`src/rtl/sequence_pattern_generator_pkg.sv`:
```
// Shared types for the serial pattern generator.
// Holds the FSM state encoding used by the top level.
package seq_gen_pkg;

    typedef enum logic [1:0] {
        ST_IDLE = 2'd0,
        ST_SEND = 2'd1,
        ST_GAP  = 2'd2,
        ST_DONE = 2'd3
    } state_t;

endpackage

```
`src/rtl/sequence_pattern_generator_if.sv`:
```
// Handshake bundle between a pattern requester and the generator.
// Ports: start/pat_in/reps (request), a/valid/busy/done (stream, status).
import seq_gen_pkg::*;

interface sequence_pattern_generator_if #(
    parameter int W  = 4,
    parameter int RW = 4
);
    logic          start;
    logic [W-1:0]  pat_in;
    logic [RW-1:0] reps;
    logic          a;
    logic          valid;
    logic          busy;
    logic          done;

    modport master (
        output start, pat_in, reps,
        input  a, valid, busy, done
    );

    modport slave (
        input  start, pat_in, reps,
        output a, valid, busy, done
    );
endinterface

```
`src/rtl/sequence_pattern_generator_piso_shift.sv`:
```
// W-bit parallel-load register that rotates left on shift (MSB first).
// Ports: clk, rst, i_load, i_shift, i_d; o_msb (current MSB), o_next.
import seq_gen_pkg::*;

module piso_shift #(
    parameter int W = 4
) (
    input  logic         clk,
    input  logic         rst,
    input  logic         i_load,
    input  logic         i_shift,
    input  logic [W-1:0] i_d,
    output logic         o_msb,
    output logic         o_next
);
    logic [W-1:0] r_sh;

    // Rotating instead of plain shifting restores the pattern after
    // W shifts, so repetitions need no separate copy of the pattern.
    always_ff @(posedge clk or posedge rst) begin
        if (rst) begin
            r_sh <= '0;
        end else if (i_load) begin
            r_sh <= i_d;
        end else if (i_shift) begin
            r_sh <= {r_sh[W-2:0], r_sh[W-1]};
        end
    end

    assign o_msb  = r_sh[W-1];
    assign o_next = r_sh[W-2];
endmodule

```
`src/rtl/sequence_pattern_generator.sv`:
```
// Serial pattern transmitter: sends pat_in MSB-first reps times.
// Ports: clk, rst (async, active-high), bus (slave modport).
import seq_gen_pkg::*;

module sequence_pattern_generator #(
    parameter int W   = 4,
    parameter int RW  = 4,
    parameter int GAP = 0
) (
    input logic                        clk,
    input logic                        rst,
    sequence_pattern_generator_if.slave bus
);
    localparam int BW = $clog2(W);
    localparam int GW = (GAP > 1) ? $clog2(GAP) : 1;

    state_t        r_state;
    logic [BW-1:0] r_bit_cnt;
    logic [RW-1:0] r_rep_cnt;
    logic [GW-1:0] r_gap_cnt;
    logic          r_a;
    logic          r_valid;
    logic          r_busy;
    logic          r_done;

    logic w_load;
    logic w_shift;
    logic w_msb;
    logic w_next;

    assign w_load  = (r_state == ST_IDLE) && bus.start;
    assign w_shift = (r_state == ST_SEND);

    piso_shift #(.W(W)) u_piso (
        .clk     (clk),
        .rst     (rst),
        .i_load  (w_load),
        .i_shift (w_shift),
        .i_d     (bus.pat_in),
        .o_msb   (w_msb),
        .o_next  (w_next)
    );

    // r_bit_cnt tracks the bit currently on r_a; w_next is the bit
    // that reaches the register MSB after this edge's rotation.
    always_ff @(posedge clk or posedge rst) begin
        if (rst) begin
            r_state   <= ST_IDLE;
            r_bit_cnt <= '0;
            r_rep_cnt <= '0;
            r_gap_cnt <= '0;
            r_a       <= 1'b0;
            r_valid   <= 1'b0;
            r_busy    <= 1'b0;
            r_done    <= 1'b0;
        end else begin
            unique case (r_state)
                ST_IDLE: begin
                    if (bus.start) begin
                        if (bus.reps != '0) begin
                            r_state   <= ST_SEND;
                            r_bit_cnt <= BW'(W - 1);
                            r_rep_cnt <= bus.reps - 1'b1;
                            r_a       <= bus.pat_in[W-1];
                            r_valid   <= 1'b1;
                            r_busy    <= 1'b1;
                        end else begin
                            r_state <= ST_DONE;
                            r_done  <= 1'b1;
                        end
                    end
                end
                ST_SEND: begin
                    if (r_bit_cnt != '0) begin
                        r_bit_cnt <= r_bit_cnt - 1'b1;
                        r_a       <= w_next;
                    end else if (r_rep_cnt == '0) begin
                        r_state <= ST_DONE;
                        r_a     <= 1'b0;
                        r_valid <= 1'b0;
                        r_busy  <= 1'b0;
                        r_done  <= 1'b1;
                    end else begin
                        r_rep_cnt <= r_rep_cnt - 1'b1;
                        r_bit_cnt <= BW'(W - 1);
                        if (GAP > 0) begin
                            r_state   <= ST_GAP;
                            r_gap_cnt <= GW'(GAP - 1);
                            r_a       <= 1'b0;
                            r_valid   <= 1'b0;
                        end else begin
                            r_a <= w_next;
                        end
                    end
                end
                ST_GAP: begin
                    if (r_gap_cnt == '0) begin
                        r_state <= ST_SEND;
                        r_a     <= w_msb;
                        r_valid <= 1'b1;
                    end else begin
                        r_gap_cnt <= r_gap_cnt - 1'b1;
                    end
                end
                ST_DONE: begin
                    r_state <= ST_IDLE;
                    r_done  <= 1'b0;
                end
                default: begin
                    r_state <= ST_IDLE;
                end
            endcase
        end
    end

    assign bus.a     = r_a;
    assign bus.valid = r_valid;
    assign bus.busy  = r_busy;
    assign bus.done  = r_done;
endmodule

```
`src/flat_wrapper.sv`:
```
// flat-port wrapper written by rule: the top's interface ports become plain ports
module sequence_pattern_generator_flat 
#(
    parameter int W   = 4,
    parameter int RW  = 4,
    parameter int GAP = 0
)
  (clk, rst, bus_start, bus_pat_in, bus_reps, bus_a, bus_valid, bus_busy, bus_done);
  sequence_pattern_generator_if #(.W(W), .RW(RW)) bus_i ();
  input logic clk;
  input logic rst;
  input wire logic [$bits(bus_i.start)-1:0] bus_start;
  input wire logic [$bits(bus_i.pat_in)-1:0] bus_pat_in;
  input wire logic [$bits(bus_i.reps)-1:0] bus_reps;
  output wire logic [$bits(bus_i.a)-1:0] bus_a;
  output wire logic [$bits(bus_i.valid)-1:0] bus_valid;
  output wire logic [$bits(bus_i.busy)-1:0] bus_busy;
  output wire logic [$bits(bus_i.done)-1:0] bus_done;
  assign bus_i.start = bus_start;
  assign bus_i.pat_in = bus_pat_in;
  assign bus_i.reps = bus_reps;
  assign bus_a = bus_i.a;
  assign bus_valid = bus_i.valid;
  assign bus_busy = bus_i.busy;
  assign bus_done = bus_i.done;
  sequence_pattern_generator #(.W(W), .RW(RW), .GAP(GAP)) u_core (.clk(clk), .rst(rst), .bus(bus_i));
endmodule
```
`config.mk`:
```
export PLATFORM = sky130hd
export DESIGN_NAME = sequence_pattern_generator_flat
export DESIGN_NICKNAME = d
export VERILOG_FILES = /design/src/rtl/sequence_pattern_generator_pkg.sv /design/src/rtl/sequence_pattern_generator_if.sv /design/src/rtl/sequence_pattern_generator_piso_shift.sv /design/src/rtl/sequence_pattern_generator.sv /design/src/flat_wrapper.sv
export SDC_FILE = /design/constraint.sdc
export NUM_CORES = 1
export LEC_CHECK = 0
export ABC_AREA = 1
export CAP_MARGIN = 15
export CELL_PAD_IN_SITES_DETAIL_PLACEMENT = 2
export CELL_PAD_IN_SITES_GLOBAL_PLACEMENT = 2
export CORE_AREA = 2 2 80 52
export DETAILED_ROUTE_END_ITERATION = 16
export DIE_AREA = 0 0 82 54
export PLACE_DENSITY_LB_ADDON = 0.1
export SYNTH_ARGS = -nofsm -noshare
export SYNTH_HDL_FRONTEND = slang
export SYNTH_SLANG_ARGS = --single-unit
```
`constraint.sdc`:
```
create_clock -name clk -period 1.64 [get_ports clk]
set_input_delay 0.246 -clock clk [delete_from_list [all_inputs] [get_ports clk]]
set_output_delay 0.246 -clock clk [all_outputs]
set_load 0.02 [all_outputs]
```
==> results by group <==
Place
  • DP HPWL: 2580 um
  • DP Area: 1280 um2
  • Port Buffers: 14
  • GPL Wtd Cong: 0.755
  • Pre-CTS setup slack: -0.0297 ns

Worst setup path
  • Arr. time, crit path: 1.73 ns
  • Worst Path Max Fanout: 7
  • Startpoint Class: flop
  • Crit path max-delay family: simple AND/OR/NAND/NOR gates
  • CP max stage delay: 0.39 ns
  • CP Buf/Inv Count: 2
  • CP required: 1.82 ns
  • Slowest CP cell: dfrtp_1
  • Worst path most repeated cell: nor2_1
  • Setup crit end kind: flop
  • Crit Path Class: flop to flop
  • CP Cell Sequence: inv_2 -> ha_4 -> buf_4 -> nor2_1 -> nor2_1 -> nand2_2 -> nor2_4 -> nand3_1 -> nand2_1

Global routing
  • Number of global-route vias before repair: 1,073
  • Initial antenna violation count: 0
  • Largest net degree at the start of global routing: 17
  • Gr usage total: 16.8%
  • Grt ovf: 0
  • Global-route wire length before repair: 5320 um

Logic synthesis
  • Mapped Cells: 145
  • Count of cell types in the netlist: 18
  • Seq/Total Area, Yosys: 38.8%
  • Yosys reg bits: 16
  • Synth warn: 0
  • Syn_nets: 163
  • Synthesized area per cell: 7.11 um2
  • Mapped Area: 1030 um2

Clock tree
  • Clock Pin Slew Worst Setup and Hold Paths: 0.07 ns
  • Clk buf depth: 2
  • Clk_lat worst skew: 0.25 ns
  • CTS tree: yes
  • TritonCTS Buffers: 3
  • CTS H-Tree Depth: 1
  • Total clock sinks: 16
  • CTS root buf: clkbuf_8
  • CTS Hold Bufs: 0

Cells and area
  • Commonest non-fill, non-tap cell in the layout: nand2_1
  • Fill count: 456
  • Share of layout cells above drive strength 1: 16.4%
  • N_diodes: 0
  • Nets: 190
  • Finished Cell Area: 1390 um2
  • Commonest non-fill, non-tap cells in the layout: nand2_1, inv_1, dfrtp_1
  • Area grow syn2layout: 34.3%

Detailed routing
  • Via count: 1,006
  • Via-to-Cell Ratio: 4.55
  • Routed WL per cell: 15.3 um
  • DRC: 0
  • Antenna-violating nets left: 0
  • TritonRoute pass-1 iters: 4
  • WL final: 3380 um
  • DRT iter0 DRCs: 35

Pwr
  • Highest ir drop seen on vdd: 0.000659 V
  • Pwr/cell area: 2220 nW/um2
  • Leakage: 0.701 nW

Timing
  • Final Cycle Share: 94.1%
  • Post-Route Setup TNS: 0 ns
  • Fin crit period: 1.54 ns
  • Fmax: 0.648 GHz
  • Worst Skew: 0.00201 ns
  • Final hold vios: 0
  • # setup viols final: 0
  • PnR worst setup slack: 0.0967 ns
  • Slew at the pin closest to its max-slew limit: 0.216 ns
  • Max_slew headroom: 85.5%
  • Max-slew violation count: 0

Die
  • Die Y: 54 um
  • I/O pin count: 15
  • CORE AREA: 3780 um2
  • Starting density of the core: 27.2%
  • Die Wd: 82 um
  • Die footprint: 4430 um2
  • Row count: 18

Run status
  • Outcome: finished clean

Flow run
  • Max Cap Viol: 0

Hold path
  • Hold crit path type: input pin to async pin
through the flow:
stage | util (%) | total power, mW | std cells | hold WS, ns
3_5_place_dp | 33.8 | 2.56 | 215 | 0.476
6_report | 36.6 | 3.08 | 221 | 0.313
4_1_cts | 35.4 | 3.00 | 219 | 0.327
2_1_floorplan | - | 1.93 | 145 | 0.160
5_1_grt | 36.6 | 3.41 | 221 | 0.361
3_3_place_gp | 33.8 | 2.45 | 215 | 0.460
Yosys cell counts:
| cell type | count | area (um2) |
|---|---|---|
| nand4_1 | 3 | 18.8 |
| o21ai_1 | 2 | 10.0 |
| nor2_4 | 1 | 11.3 |
| buf_2 | 1 | 5.00 |
| nand2_1 | 47 | 176 |
| ha_1 | 7 | 87.6 |
| buf_6 | 1 | 11.3 |
| nand2_2 | 3 | 18.8 |
| inv_1 | 22 | 82.6 |
| xnor2_1 | 1 | 8.76 |
| a211oi_1 | 1 | 7.51 |
| inv_4 | 1 | 6.26 |
| nor2_1 | 10 | 37.5 |
| o21ai_0 | 11 | 55.1 |
| a21oi_1 | 2 | 10.0 |
| nand3_1 | 15 | 75.1 |
| or2_4 | 1 | 8.76 |
| dfrtp_1 | 16 | 400 |
cells by family (layout without fill, tap and decap cells):
group                      count (synthesis)  after routing  synth area share [%]
buffers and inverters                     25             51                  10.2
AOI/OAI and AO/OA                         16             16                  8.01
and+or+nand+nor                           80             80                  33.6
DFF                                       16             16                  38.8
adders and majority gates                  7              7                  8.49
xor gates and xnor gates                   1              1                 0.850
report_power, final:
| part | switching (mW) | internal (mW) | total [mW] |
|---|---|---|---|
| combinational | 1.20 | 0.794 | 1.99 |
| sequential | 0.132 | 0.602 | 0.734 |
| clock | 0.145 | 0.213 | 0.358 |
registers in the layout (all words and copies together) (netlist names):
name,flops
u_core.bus.done,1
u_core.bus.a,1
u_core.r_rep_cnt,4
u_core.bus.busy,1
u_core.r_bit_cnt,2
u_core.r_state,2
u_core.bus.valid,1
u_core.u_piso.r_sh,4
final timing paths:
check,from,endpoint,slack [ns],cells past startpoint
max,u_core.r_state[1],u_core.r_rep_cnt[3],0.1,9
min,rst,u_core.u_piso.r_sh[2],0.31,3
max reg2reg,u_core.r_state[1],u_core.r_rep_cnt[3],0.1,9
min reg2reg,u_core.bus.a,u_core.bus.a,0.48,2
max in group asynchronous,rst,u_core.r_state[0],1.12,3
min in group clk,u_core.bus.a,u_core.bus.a,0.48,2
layer usage:
metal	GRT usage, %	wire length, um	vias to the layer above
li1	-	-	509
met2	29.7	1660	6
met3	4.70	65	4
met4	4.44	34	0
met1	20.3	1620	487
met5	0	0	-
area by class of cell:
class	count	area, um2	area share, %
Tap cell	50	62.6	4.52
Sequential cell	16	402	29.0
Clock buffer	4	55.1	3.97
Inverter	23	88.8	6.41
Timing Repair Buffer	24	215	15.5
Multi-Input combinational cell	104	562	40.6
repair_timing:
action | 4_1_cts | 5_1_grt
setup endpoints to repair | 6 | 9
pin swaps | 0 | 1
buffers inserted | 0 | 2
resized for setup | 2 | 8
worst register-to-register path: stages (launching register included):
cell     delay [ns]
dfrtp_1        0.39
inv_2          0.10
ha_4           0.17
buf_4          0.12
nor2_1         0.04
nor2_1         0.13
nand2_2        0.12
nor2_4         0.20
nand3_1        0.11
nand2_1        0.09
(Power assumes the default switching activity.)
